==> src/rtl/event_drain_master_if.sv <==
// Bus and stream bundle for event_drain_master.
//   bus_wr/bus_rd/bus_addr/bus_wdata : register strobes toward the monitor
//   bus_rdata                        : monitor read data, valid the cycle after bus_rd
//   m_valid/m_data/m_last/m_ready    : outgoing 32-bit event word stream
// master = the drain engine, slave = monitor plus downstream sink.
interface event_drain_master_if;
    logic        bus_wr;
    logic        bus_rd;
    logic [7:0]  bus_addr;
    logic [31:0] bus_wdata;
    logic [31:0] bus_rdata;
    logic        m_valid;
    logic [31:0] m_data;
    logic        m_last;
    logic        m_ready;

    modport master (
        output bus_wr, bus_rd, bus_addr, bus_wdata, m_valid, m_data, m_last,
        input  bus_rdata, m_ready
    );

    modport slave (
        input  bus_wr, bus_rd, bus_addr, bus_wdata, m_valid, m_data, m_last,
        output bus_rdata, m_ready
    );
endinterface

==> src/rtl/event_drain_master.sv <==
// Drains event records from a trace monitor's register window and replays
// them as a 32-bit word stream.
//   clk, rst  : clock, synchronous active-high reset
//   en        : drain enable
//   bus       : event_drain_master_if.master (register bus + output stream)
//   evt_count : events fully delivered (wraps)
//   busy      : high whenever the engine is not idle
// Every output is a register loaded from the next-state decode, so strobes
// and stream signals line up exactly with the state they belong to.
module event_drain_master #(
    parameter int         PROBE_W     = 32,
    parameter int         ID_W        = 8,
    parameter int         TS_W        = 32,
    parameter logic [7:0] STATUS_ADDR = 8'h0C,
    parameter logic [7:0] EVT_ADDR    = 8'h10,
    parameter logic [7:0] POP_ADDR    = 8'h1C,
    parameter int         POLL_GAP    = 16
) (
    input  logic                        clk,
    input  logic                        rst,
    input  logic                        en,
    event_drain_master_if.master        bus,
    output logic [15:0]                 evt_count,
    output logic                        busy
);
    localparam int REC_W  = TS_W + ID_W + PROBE_W;
    localparam int NWORDS = (REC_W + 31) / 32;
    localparam int PAD    = NWORDS * 32 - REC_W;
    // Bits above REC_W in the top word are forced to zero on capture.
    localparam logic [31:0] TOP_MASK = 32'hFFFF_FFFF >> PAD;
    localparam int IDX_W  = (NWORDS > 1) ? $clog2(NWORDS) : 1;
    localparam logic [IDX_W-1:0] LAST_IDX = IDX_W'(NWORDS - 1);
    localparam int GAP_W  = (POLL_GAP > 1) ? $clog2(POLL_GAP) : 1;
    localparam logic [GAP_W-1:0] GAP_LAST = GAP_W'(POLL_GAP - 1);

    typedef enum logic [2:0] {
        IDLE, POLL, POLL_WAIT, RD, RD_WAIT, POP, SEND, GAP
    } state_t;

    state_t                   state, state_n;
    logic [IDX_W-1:0]         idx, idx_n;
    logic [GAP_W-1:0]         gap_cnt, gap_n;
    logic [NWORDS-1:0][31:0]  buffer, buf_n;
    logic [15:0]              cnt_n;
    logic                     rd_n, wr_n, mv_n, ml_n, busy_n;
    logic [7:0]               addr_n;
    logic [31:0]              wdata_n, md_n;

    always_comb begin
        state_n = state;
        idx_n   = idx;
        gap_n   = gap_cnt;
        buf_n   = buffer;
        cnt_n   = evt_count;

        case (state)
            IDLE:      if (en) state_n = POLL;
            POLL:      state_n = POLL_WAIT;
            POLL_WAIT: begin
                if (bus.bus_rdata[0]) begin
                    state_n = GAP;
                    gap_n   = '0;
                end else begin
                    state_n = RD;
                    idx_n   = '0;
                end
            end
            RD:        state_n = RD_WAIT;
            RD_WAIT: begin
                if (idx == LAST_IDX) begin
                    buf_n[idx] = bus.bus_rdata & TOP_MASK;
                    state_n    = POP;
                end else begin
                    buf_n[idx] = bus.bus_rdata;
                    idx_n      = idx + IDX_W'(1);
                    state_n    = RD;
                end
            end
            POP: begin
                state_n = SEND;
                idx_n   = '0;
            end
            SEND: begin
                // en is deliberately ignored until the last word is taken.
                if (bus.m_valid && bus.m_ready) begin
                    if (idx == LAST_IDX) begin
                        cnt_n   = evt_count + 16'd1;
                        idx_n   = '0;
                        state_n = en ? POLL : IDLE;
                    end else begin
                        idx_n = idx + IDX_W'(1);
                    end
                end
            end
            GAP: begin
                if (!en) begin
                    state_n = IDLE;
                    gap_n   = '0;
                end else if (gap_cnt == GAP_LAST) begin
                    state_n = POLL;
                    gap_n   = '0;
                end else begin
                    gap_n = gap_cnt + GAP_W'(1);
                end
            end
            default:   state_n = IDLE;
        endcase

        // Output decode from the next state keeps all outputs registered.
        rd_n    = (state_n == POLL) || (state_n == RD);
        wr_n    = (state_n == POP);
        case (state_n)
            POLL:    addr_n = STATUS_ADDR;
            RD:      addr_n = EVT_ADDR + 8'({idx_n, 2'b00});
            POP:     addr_n = POP_ADDR;
            default: addr_n = 8'h00;
        endcase
        wdata_n = wr_n ? 32'h1 : 32'h0;
        mv_n    = (state_n == SEND);
        md_n    = mv_n ? buf_n[idx_n] : 32'h0;
        ml_n    = mv_n && (idx_n == LAST_IDX);
        busy_n  = (state_n != IDLE);
    end

    always_ff @(posedge clk) begin
        if (rst) begin
            state         <= IDLE;
            idx           <= '0;
            gap_cnt       <= '0;
            buffer        <= '0;
            evt_count     <= 16'h0;
            busy          <= 1'b0;
            bus.bus_rd    <= 1'b0;
            bus.bus_wr    <= 1'b0;
            bus.bus_addr  <= 8'h0;
            bus.bus_wdata <= 32'h0;
            bus.m_valid   <= 1'b0;
            bus.m_data    <= 32'h0;
            bus.m_last    <= 1'b0;
        end else begin
            state         <= state_n;
            idx           <= idx_n;
            gap_cnt       <= gap_n;
            buffer        <= buf_n;
            evt_count     <= cnt_n;
            busy          <= busy_n;
            bus.bus_rd    <= rd_n;
            bus.bus_wr    <= wr_n;
            bus.bus_addr  <= addr_n;
            bus.bus_wdata <= wdata_n;
            bus.m_valid   <= mv_n;
            bus.m_data    <= md_n;
            bus.m_last    <= ml_n;
        end
    end
endmodule

==> src/flat_wrapper.sv <==
// flat-port wrapper written by rule: the top's interface ports become plain ports
module event_drain_master_flat 
#(
    parameter int         PROBE_W     = 32,
    parameter int         ID_W        = 8,
    parameter int         TS_W        = 32,
    parameter logic [7:0] STATUS_ADDR = 8'h0C,
    parameter logic [7:0] EVT_ADDR    = 8'h10,
    parameter logic [7:0] POP_ADDR    = 8'h1C,
    parameter int         POLL_GAP    = 16
)
  (clk, rst, en, evt_count, busy, bus_bus_wr, bus_bus_rd, bus_bus_addr, bus_bus_wdata, bus_m_valid, bus_m_data, bus_m_last, bus_bus_rdata, bus_m_ready);
  event_drain_master_if bus_i ();
  input  logic clk;
  input  logic rst;
  input  logic en;
  output logic [15:0] evt_count;
  output logic busy;
  output wire logic [$bits(bus_i.bus_wr)-1:0] bus_bus_wr;
  output wire logic [$bits(bus_i.bus_rd)-1:0] bus_bus_rd;
  output wire logic [$bits(bus_i.bus_addr)-1:0] bus_bus_addr;
  output wire logic [$bits(bus_i.bus_wdata)-1:0] bus_bus_wdata;
  output wire logic [$bits(bus_i.m_valid)-1:0] bus_m_valid;
  output wire logic [$bits(bus_i.m_data)-1:0] bus_m_data;
  output wire logic [$bits(bus_i.m_last)-1:0] bus_m_last;
  input wire logic [$bits(bus_i.bus_rdata)-1:0] bus_bus_rdata;
  input wire logic [$bits(bus_i.m_ready)-1:0] bus_m_ready;
  assign bus_bus_wr = bus_i.bus_wr;
  assign bus_bus_rd = bus_i.bus_rd;
  assign bus_bus_addr = bus_i.bus_addr;
  assign bus_bus_wdata = bus_i.bus_wdata;
  assign bus_m_valid = bus_i.m_valid;
  assign bus_m_data = bus_i.m_data;
  assign bus_m_last = bus_i.m_last;
  assign bus_i.bus_rdata = bus_bus_rdata;
  assign bus_i.m_ready = bus_m_ready;
  event_drain_master #(.PROBE_W(PROBE_W), .ID_W(ID_W), .TS_W(TS_W), .STATUS_ADDR(STATUS_ADDR), .EVT_ADDR(EVT_ADDR), .POP_ADDR(POP_ADDR), .POLL_GAP(POLL_GAP)) u_core (.clk(clk), .rst(rst), .en(en), .bus(bus_i), .evt_count(evt_count), .busy(busy));
endmodule
==> config.mk <==
export PLATFORM = sky130hd
export DESIGN_NAME = event_drain_master_flat
export DESIGN_NICKNAME = d
export VERILOG_FILES = /design/src/rtl/event_drain_master_if.sv /design/src/rtl/event_drain_master.sv /design/src/flat_wrapper.sv
export SDC_FILE = /design/constraint.sdc
export NUM_CORES = 1
export LEC_CHECK = 0
export ABC_AREA = 1
export BUFFER_PORTS_ARGS = -buffer_cell sky130_fd_sc_hd__buf_2
export CORE_ASPECT_RATIO = 0.6
export CORE_UTILIZATION = 50
export CTS_BUF_LIST = sky130_fd_sc_hd__clkbuf_8
export CTS_CLUSTER_DIAMETER = 50
export CTS_CLUSTER_SIZE = 8
export DETAILED_ROUTE_END_ITERATION = 16
export PLACE_DENSITY = 0.72
export SYNTH_ARGS = -nofsm -noshare
export SYNTH_HDL_FRONTEND = slang
export SYNTH_SLANG_ARGS = --single-unit
==> constraint.sdc <==
create_clock -name clk -period 2.9 [get_ports clk]
set_clock_uncertainty 0.2 [all_clocks]
set_input_delay 0.58 -clock clk [delete_from_list [all_inputs] [get_ports clk]]
set_output_delay 0.58 -clock clk [all_outputs]
set_load 0.02 [all_outputs]
Word level (Yosys, flattened, before mapping)

Cells that the tools add are included.

Output and inout bits: 93
Logic and storage cells: 76
Flip-flop bits (word level): 198
Input port bits: 36

Reductions and logical operators: 10
Eq/ne operators: 15
Multiplexer cells: 28
Add/subtract/negate cells: 4
Bitwise gates (word level): 1
Magnitude comparators: 3

Operators by type and width:

| kind                                                        | number |
|---|---|
| bitwise mux 96 bit                                          | 2 |
| two-way mux 96 bit                                          | 2 |
| binary-select mux 32 bit (select 2 bit)                     | 1 |
| demux 32 bit (select 2 bit)                                 | 1 |
| two-way mux 32 bit                                          | 2 |
| one-hot mux 3 bit (8 select lines)                          | 1 |
| one-hot mux 8 bit (3 select lines)                          | 1 |
| two-way mux 3 bit                                           | 7 |
| equality test 3 bit (second input constant)                 | 6 |
| adder 16 x 1 -> 16 bit (second input constant)              | 1 |
| two-way mux 4 bit                                           | 3 |
| equality test 3 x 2 -> 1 bit (second input constant)        | 3 |
| two-way mux 2 bit                                           | 4 |
| one-hot mux 2 bit (4 select lines)                          | 1 |
| one-hot mux 4 bit (2 select lines)                          | 1 |
| adder 5 x 4 -> 6 bit (first input constant)                 | 1 |
| equality test 3 x 1 -> 1 bit (second input constant)        | 2 |
| less-than comparator 2 x 3 -> 1 bit (second input constant) | 2 |
| adder 4 x 1 -> 4 bit (second input constant)                | 1 |
| equality test 2 bit (second input constant)                 | 2 |
| equality test 4 bit (second input constant)                 | 1 |
| logical AND 1 bit                                           | 3 |
| zero test 3 bit                                             | 1 |
| AND reduction 3 bit                                         | 1 |
| 10 further kinds                                            | 11 |

Longest topological paths before layout

Gate-level depths: netlist of run 1.

Word-level depth: 9
Depth in mapped cells: 13
Depth with buffers taken out: 11

Worst setup path before layout of run 1

OpenSTA, ideal clock, no wires.

Path type: register to register
From: register u_core.idx[0]
To: register u_core.bus.m_data[0]
Library setup time: 58 ps
Arrival: 1791 ps
Cell stages (with the launch flop): 13
Path slack: 851 ps
Period minus slack after synthesis: 2049 ps
Cells stage by stage: dfxtp_1 inv_1 ha_1 clkbuf_1 nand2_1 nor2_1 nor2_1 o21ai_2 nor2_4 buf_8 buf_6 nand3_1 nand2_1

Cells in the longest elaborated chain, start to end: 9
Elaborated cells on any way between the ends: 25
Those cells by class: 1 x add/sub; 2 x order compare; 2 x eq/ne; 17 x mux; 1 x bitwise; 2 x reduce/logical

Ends and longest elaborated chain:

| item                                                                                                                    | line                                               | text |
|---|---|---|
| from (decl)                                                                                                             | event_drain_master.sv:41                           | `logic [IDX_W-1:0] idx, idx_n;` |
| from (signal assigned)                                                                                                  | event_drain_master.sv:142                          | `idx <= idx_n;` |
| less-than comparator 2 x 3 -> 1 bit (implied by the code) or greater-or-equal comparator 2 x 1 -> 1 bit (tied branches) | event_drain_master.sv:71, event_drain_master.sv:74 |  |
| logical AND 1 bit (implied by the code)                                                                                 | event_drain_master.sv:71, event_drain_master.sv:74 |  |
| two-way mux 32 bit (implied by the code)                                                                                | event_drain_master.sv:71, event_drain_master.sv:74 |  |
| demux 32 bit (select 2 bit)                                                                                             | -                                                  |  |
| bitwise mux 96 bit (on tied branches)                                                                                   | event_drain_master.sv:74, event_drain_master.sv:71 |  |
| two-way mux 96 bit                                                                                                      | event_drain_master.sv:70                           | `if (idx == LAST_IDX) begin` |
| two-way mux 96 bit                                                                                                      | event_drain_master.sv:56                           | `case (state)` |
| binary-select mux 32 bit (select 2 bit)                                                                                 | event_drain_master.sv:120                          | `md_n = mv_n ? buf_n[idx_n] : 32'h0;` |
| two-way mux 32 bit (implied by the code)                                                                                | event_drain_master.sv:120                          |  |
| to (signal assigned)                                                                                                    | event_drain_master.sv:152                          | `bus.m_data <= md_n;` |
| to (decl)                                                                                                               | event_drain_master_if.sv:18                        | `output bus_wr, bus_rd, bus_addr, bus_wdata, m_valid, m_data, m_last,` |

Several ways; a longest one is shown, not always the timed one. The select of a mux whose other input is x is not followed.
A chain may end at the register's enable or synchronous reset.

Worst setup path after layout of run 1

From: register u_core.state[0]
To: register u_core.bus.m_data[7]

Cells in the longest elaborated chain, start to end: 6
Elaborated cells on any way between the ends: 21
Those cells by class: 8 x eq/ne; 10 x mux; 1 x bitwise; 2 x reduce/logical

Ends and longest elaborated chain:

| item                                 | line                                               | text |
|---|---|---|
| from (decl)                          | event_drain_master.sv:40                           | `state_t state, state_n;` |
| from (signal assigned)               | event_drain_master.sv:141                          | `state <= state_n;` |
| two-way mux 3 bit (on tied branches) | event_drain_master.sv:99, event_drain_master.sv:86 |  |
| two-way mux 3 bit (on tied branches) | event_drain_master.sv:96, event_drain_master.sv:85 |  |
| one-hot mux 3 bit (8 select lines)   | event_drain_master.sv:56                           |  |
| equality test 3 bit                  | event_drain_master.sv:119                          | `mv_n = (state_n == SEND);` |
| inverter 1 bit (no source line)      | -                                                  |  |
| OR reduction 2 bit (no source line)  | -                                                  |  |

Several ways; a longest one is shown, not always the timed one. The select of a mux whose other input is x is not followed.

==> summary.md, run 1 <==
| Metric | Value |
|---|---|
| Register-to-Register Path Depth | `10` |
| Final Hold Vio Count | `0` |
| Cell Area, Synth | `about 8000 um2` |
| Synth Register Bits | `between 150 and 200` |
| Post-synth top flop | `dfxtp_1` |
| Die area | `16800 um2` |
| Core Footprint | `~16000 um2` |
| Met2 wire len | `slightly below 8 mm` |
| HP Class | `reg -> reg` |
| DRT Pass-1 Iters | `6` |
| GPL Wtd Cong | `slightly above 0.9` |
| Met1 wire length | `between 10 and 15 mm` |
| Syn Inst Count | `1221` |
| Max Slew Vio Count | `0` |
| TNS Setup | `0 ns` |
| Clk sinks | `161` |
| Worst setup path start | `u_core.state[0]` |
| Static Leak | `~4.1 nW` |
| Clock Latency Late Sink | `0.46 ns` |
| Crit Reg-Reg Startpoint | `u_core.state[0]` |
| PortBufs | `between 90 and 100` |
| CTS Root Buffer Type | `clkbuf_8` |
| GRT overflow | `0` |
| Routed met3 length | `1.44 mm` |
| DIE WIDTH | `between 150 and 200 um` |
| Top routing layer in use | `met4` |
| Largest fanout on the critical path | `14` |
| Startpoint type of the worst setup path | `register` |
| CP Capture Type | `register` |
| Final Util | `approximately 57%` |
| Max H-tree Level | `4` |
| Crit path kind | `reg -> reg` |
| RSZ-0062 raised after global routing | `false` |
| Most frequent cells in the layout | `nand2_1, inv_1, dfxtp_1` |
| RR Endpoint | `u_core.bus.m_data[7]` |
| Number of synthesized flops with an enable pin | `0` |
| Status | `complete, no violations` |
| CTS clk-pin slew, worst paths | `0.09 ns` |
| Syn Area/Cell | `between 6 and 7 um2` |
| CTS Buf Count | `17` |
| Worst Hold Path EP | `u_core.buffer[95]` |
| Largest net degree at the start of global routing | `57` |
| Worst Tran Pin Value | `between 0.6 and 0.7 ns` |
| Setup repair bufs after CTS | `0` |
| Async SR Flop Fraction | `0%` |
| Ys Warns | `0` |
| WP data required | `roughly 3.1 ns` |
| Dpl hpwl | `between 10 and 15 mm` |
| DR vias | `~7400` |
| Rows | `35` |
| Layout net count | `roughly 1300` |
| ANT nets after route | `0` |
| PwrDens | `around 580 nW/um2` |
| Syn-to-layout area delta | `10.4%` |
| DRC viols | `0` |
| Netlist cell types | `34` |
| Via density | `a little under 5` |
| DRT Wirelength | `just under 20 mm` |
| Worst hold start | `u_core.buffer[95]` |
| Hold buffer count at cts | `0` |
| Clock Tree Buf Depth | `2` |
| DR WL/cell | `about 13 um` |
| Hold depth | `2` |
| Highest clock rate | `roughly 0.41 GHz` |
| Setup Viol. Count Final | `0` |
| First-pass GRT wire length | `around 32 mm` |
| CTS tree | `yes` |
| I/O pins | `129` |
| Post_cts resized | `0` |
| Max cap viols | `0` |
| Layout fillers | `between 1500 and 2000` |
| Relative slew slack | `between 50% and 60%` |
| Vias in the first global route | `between 6000 and 7000` |
| Antenna fix cells | `0` |
| Gr usage total | `about a quarter` |
| VDD IR max | `a little over 300 uV` |
| Commonest non-fill, non-tap cell in the layout | `nand2_1` |
| CP Data Arrival Time | `around 2.6 ns` |
| Initial Util | `a little over half` |
| Register area share after synthesis | `between 30% and 40%` |
| Iteration-0 DRC Markers | `roughly 650` |
| Die H | `about 100 um` |
| FF-to-FF setup slack | `0.49 ns` |
| Fin crit period | `2.41 ns` |
| Initial antenna violation count | `0` |
| Share of layout cells above drive strength 1 | `14.3%` |
| Fin crit share | `between 80% and 90%` |
final cells by class:
class	count	area [um2]	area share, %
multi-input combinational	813	3760	41.8
timing repair buffer	112	651	7.24
clock buffer	19	262	2.91
inverter	180	676	7.52
clock inverter	13	160	1.78
tap	203	254	2.83
sequential	161	3220	35.9
per-stage QoR:
step | setup WS [ns] | std cells | total power [mW] | hold WS, ns | area, um2
2_1_floorplan | 0.851 | 1256 | 3.22 | 0.243 | 8270
3_3_place_gp | 0.545 | 1469 | 3.49 | 0.262 | 8560
3_5_place_dp | 0.571 | 1469 | 3.49 | 0.272 | 8560
4_1_cts | 0.581 | 1501 | 5.24 | 0.275 | 8980
5_1_grt | 0.305 | 1501 | 5.49 | 0.306 | 8980
6_report | 0.485 | 1501 | 5.23 | 0.281 | 8980
where the power goes:
group          switching, mW  internal [mW]
Sequential            0.0364           2.28
Combinational          0.862          0.289
Clock                  0.867          0.897
worst max-delay path by stage:
stage | endpoint | slack [ns]
after floorplan | u_core.bus.m_data[0] | 0.85
after global placement | u_core.bus.m_data[7] | 0.54
after detailed placement | u_core.bus.m_data[7] | 0.57
after CTS | u_core.bus.m_data[30] | 0.58
after global routing | u_core.bus.m_data[7] | 0.31
final | u_core.bus.m_data[7] | 0.49
critical path, cell delays in order, from the launching register on:
cell,delay (ns)
dfxtp_1,0.42
nor2_4,0.39
nand2_1,0.18
nor2_1,0.56
nand2_1,0.11
nand2_1,0.11
nor2_1,0.07
nand2_1,0.06
nand2_1,0.08
nand3_1,0.08
nand2_1,0.06
metal layers:
layer,track usage (%),vias to the layer above
li1,-,3828
met1,36.1,3277
met2,34.8,249
met3,4.67,17
met4,7.41,0
met5,0,-
state kept, by name (all words and copies together), names as in the netlist:
name	flops
u_core.buffer	96
u_core.bus.bus_rd	1
u_core.bus.m_last	1
u_core.gap_cnt	4
u_core.state	3
u_core.idx	2
u_core.bus.bus_wr	1
u_core.bus.m_valid	1
u_core.bus.m_data	32
u_core.busy	1
u_core.evt_count	16
u_core.bus.bus_addr	3
kinds of logic (layout without fill, tap and decap cells):
logic type,Yosys count,after routing,synth area share [%]
and+or+nand+nor,628,628,34.1
buffers and inverters,282,324,16.0
DFF,161,161,39.6
AOI/OAI and AO/OA,136,136,8.50
adders and majority gates,8,8,1.23
xor gates and xnor gates,5,5,0.538
other,1,36,0.0461
Yosys cell counts (8+ instances only):
cell,count,area (um2)
buf_4,40,300
inv_1,176,661
o21ai_0,86,430
o21ai_1,27,135
dfxtp_1,161,3220
nor3_1,22,110
clkbuf_1,32,120
nor2_1,119,447
ha_1,8,100
nand3_1,97,485
a21oi_1,19,95.1
nand2_1,334,1250
nand3_2,24,240
nand4_1,14,87.6
buf_2,23,115
No activity file was read; power rests on OpenSTA's default activity.
==> inputs of run 2 (changes only) <==
Settings changed: ABC_AREA 1 to 0, PLACE_DENSITY 0.72 to 0.76.
Clock period 2.9 ns to 2.2 ns, I/O delays scaled along.
==> run 2 against run 1 <==
Net effect:
- the run now ends with setup timing left
- sequential share of layout area grew 1.1 points
- core utilization increased by 6.1 points
- synthesized area fell by 13%
- global-route usage is 1.6 points higher
- worst hold slack lost 0.25 ns
- count of clock-buffer cells in the layout is 2 lower
- worst setup slack worse by 0.52 ns
- via count down 12%
- critical path depth is 2 lower
- highest routed layer unchanged
==> summary.md, run 2 <==
| Metric | Value |
|---|---|
| Status | `finished, violations left (was complete, no violations)` |
| Failing checks | `setup timing` |
| Largest family of logic cells by synthesized area | `simple AND/OR/NAND/NOR gates (unchanged)` |
| Power Total | `5.84 mW (was 5.23 mW)` |
| CP Capture Type | `register (unchanged)` |
| Clk sinks | `161 (unchanged)` |
| Most frequent cells in the layout | `dfxtp_1, nand2_1, nor2_1 (was nand2_1, inv_1, dfxtp_1)` |
| Max cap viols | `0 (unchanged)` |
| Final Util | `63.6% (was 57.5%)` |
| Layout net count | `1028 (was 1329)` |
| Largest net degree at the start of global routing | `79 (was 57)` |
| Ys Warns | `0 (unchanged)` |
| Post-synth top flop | `dfxtp_1 (unchanged)` |
| GPL Wtd Cong | `0.854 (was 0.921)` |
| HP Class | `in -> reg (was reg -> reg)` |
| Top-count cell post-synth | `dfxtp_1 (was nand2_1)` |
| CTS Root Buffer Type | `clkbuf_8 (unchanged)` |
| Clock Tree Buf Depth | `2 (unchanged)` |
| Core Footprint | `13700 um2 (was 15600 um2)` |
| VDD IR max | `383 uV (was 309 uV)` |
| Hold buffer count at cts | `0 (unchanged)` |
| Biggest register | `u_core.buffer (unchanged)` |
| DRT Wirelength | `19.5 mm (was 19.4 mm)` |
| CP Data Arrival Time | `2.39 ns (was 2.58 ns)` |
| Startpoint type of the worst setup path | `register (unchanged)` |
| Fin crit period | `2.24 ns (was 2.41 ns)` |
| PwrDens | `669 nW/um2 (was 582 nW/um2)` |
| DR WL/cell | `16.4 um (was 12.9 um)` |
| Post-Synth Adder-Cell Area | `1.41% (was 1.23%)` |
| Final Hold Vio Count | `0 (unchanged)` |
| Register-to-Register Path Depth | `8 (was 10)` |
| Share of layout cells above drive strength 1 | `24.5% (was 14.3%)` |
| CTS clk-pin slew, worst paths | `0.10 ns (was 0.09 ns)` |
| Top cells by area, synth | `dfxtp_1, nand2_1, nor2_1 (was dfxtp_1, nand2_1, inv_1)` |
| Via density | `5.45 (was 4.91)` |
| Synth top area share | `45.5% (was 39.6%)` |
| Rows | `33 (was 35)` |
| Setup Viol. Count Final | `22 (was 0)` |
| Synth area leader | `dfxtp_1 (unchanged)` |
| Highest clock rate | `0.447 GHz (was 0.414 GHz)` |
| RSZ-0062 raised after global routing | `true (was false)` |
| Synth Area in XOR/XNOR | `1.73% (was 0.538%)` |
| Synth Register Bits | `161 (unchanged)` |
| DRT Pass-1 Iters | `6 (unchanged)` |
| Syn-to-layout area delta | `23.4% (was 10.4%)` |
| DIE WIDTH | `156 um (was 167 um)` |
| Number of synthesized flops with an enable pin | `0 (unchanged)` |
| Setup slack at placement | `-0.203 ns (was 0.571 ns)` |
| Dpl hpwl | `11.6 mm (was 12.7 mm)` |
| Fin crit share | `102% (was 83.3%)` |
| Iteration-0 DRC Markers | `565 (was 649)` |
| First-pass GRT wire length | `29.2 mm (was 32.2 mm)` |
| Largest fanout on the critical path | `5 (was 14)` |
| Crit path kind | `reg -> reg (unchanged)` |
| Initial Util | `51.5% (was 52.1%)` |
| Netlist cell types | `52 (was 34)` |
| Synth Area in Simple Gates | `26.1% (was 34.1%)` |
| Largest register FFs | `96 (unchanged)` |
| DR vias | `6483 (was 7371)` |
| CTS Buf Count | `17 (unchanged)` |
| Initial antenna violation count | `0 (unchanged)` |
| CTS tree | `yes (unchanged)` |
| Commonest non-fill, non-tap cell in the layout | `dfxtp_1 (was nand2_1)` |
| Top post-synthesis cells by count | `dfxtp_1, nand2_1, nor2_1, a21oi_1, nor2b_1 (was nand2_1, inv_1, dfxtp_1, nor2_1, nand3_1)` |
| GRT overflow | `0 (unchanged)` |
| Die area | `14700 um2 (was 16800 um2)` |
| Clock Latency Late Sink | `0.46 ns (about the same)` |
| Die H | `94.2 um (was 101 um)` |
| Antenna fix cells | `0 (unchanged)` |
| Syn Area/Cell | `8.28 um2 (was 6.67 um2)` |
| Vias in the first global route | `5616 (was 6458)` |
| Gr usage total | `25.8% (was 24.2%)` |
| Post-synthesis mux area share | `1.75% (was 0%)` |
| I/O pins | `129 (unchanged)` |
| Async SR Flop Fraction | `0% (unchanged)` |
| Cell Area, Synth | `7080 um2 (was 8140 um2)` |
| Syn Inst Count | `856 (was 1221)` |
| Max Slew Vio Count | `0 (unchanged)` |
| Regs by FF count | `u_core.buffer: 96 flops, u_core.bus.m_data: 32 flops, u_core.evt_count: 16 flops (unchanged)` |
| WP data required | `2.36 ns (was 3.06 ns)` |
| Setup WS post-layout | `-0.0361 ns (was 0.485 ns)` |
| Static Leak | `3.65 nW (was 4.11 nW)` |
| DRC viols | `0 (unchanged)` |
| ANT nets after route | `0 (unchanged)` |
| Min Hold Slack | `0.0350 ns (was 0.281 ns)` |
| Hold depth | `3 (was 2)` |
| Max H-tree Level | `4 (unchanged)` |
| PortBufs | `92 (unchanged)` |
| Post-synthesis compound-gate area fraction | `15.4% (was 8.50%)` |
| Register area share after synthesis | `45.5% (was 39.6%)` |
## run 2: cell count changes after synthesis, sizes merged, moves of 52 or more
cell and delta:
a21oi +54, o21ai -85, nor2b +52, nand2 -216
inv -173, nand3 -111
## run 2: final cells by class
type	count	area, um2
Fill cell	1148	5010
Timing Repair Buffer	167	1200
Clock inverter	15	146
Multi-Input combinational cell	632	3660
Sequential cell	161	3240
Inverter	5	23.8
Tap cell	192	240
Clock buffer	17	234
## run 2: layer usage
| layer | vias to the layer above | GRT usage (%) | wire length [um] |
|---|---|---|---|
| met2 | 268 | 39.1 | 8490 |
| li1 | 3102 | - | - |
| met1 | 3086 | 37.1 | 9210 |
| met4 | 0 | 7.43 | 242 |
| met3 | 27 | 4.84 | 1570 |
| met5 | - | 0 | 0 |
## run 2: cell families (layout without fill, tap and decap cells)
kind of cell    after synthesis  count (layout)
mux                          12              12
simple gates                387             391
buf+inv                     102             204
xor+xnor                     14              14
other cells                   1              36
fa+ha+maj                     8               8
flops                       161             161
compound gates              171             171
## run 2: worst paths after layout
check | from | endpoint | slack, ns
hold / removal | bus_bus_rdata[7] | u_core.buffer[7] | 0.04
setup reg to reg | u_core.idx[1] | u_core.bus.m_data[26] | -0.04
setup / recovery | u_core.idx[1] | u_core.bus.m_data[26] | -0.04
hold reg to reg | u_core.buffer[41] | u_core.buffer[41] | 0.26
## run 2: worst max-delay path, cell delays in order (launching register included)
cell      delay [ns]
dfxtp_2         0.41
ha_2            0.27
nand3_1         0.16
a22oi_2         0.25
a311oi_4        0.15
buf_6           0.16
buf_4           0.14
and2_4          0.17
a32o_1          0.22
## run 2: repair_timing
| action | CTS | global route |
|---|---|---|
| setup endpoints to repair | 33 | 33 |
| cloned | 3 | 3 |
| setup buffers | 4 | 5 |
| pin swaps | 6 | 22 |
| resized for setup | 19 | 26 |
## run 2: through the flow
stage / area (um2) / instances / setup TNS, ns
2_1_floorplan: 7220 / 891 / 0
3_3_place_gp: 7990 / 1142 / -3.17
3_5_place_dp: 7990 / 1142 / -4.52
4_1_cts: 8540 / 1181 / -0.167
5_1_grt: 8740 / 1189 / -2.85
6_report: 8740 / 1189 / -0.456
## run 2: where the power goes
part           total [mW]  internal, mW  switching, mW
sequential           3.02          2.99         0.0347
combinational       0.681         0.267          0.413
clock                2.14         0.923           1.22
total                5.84          4.18           1.67
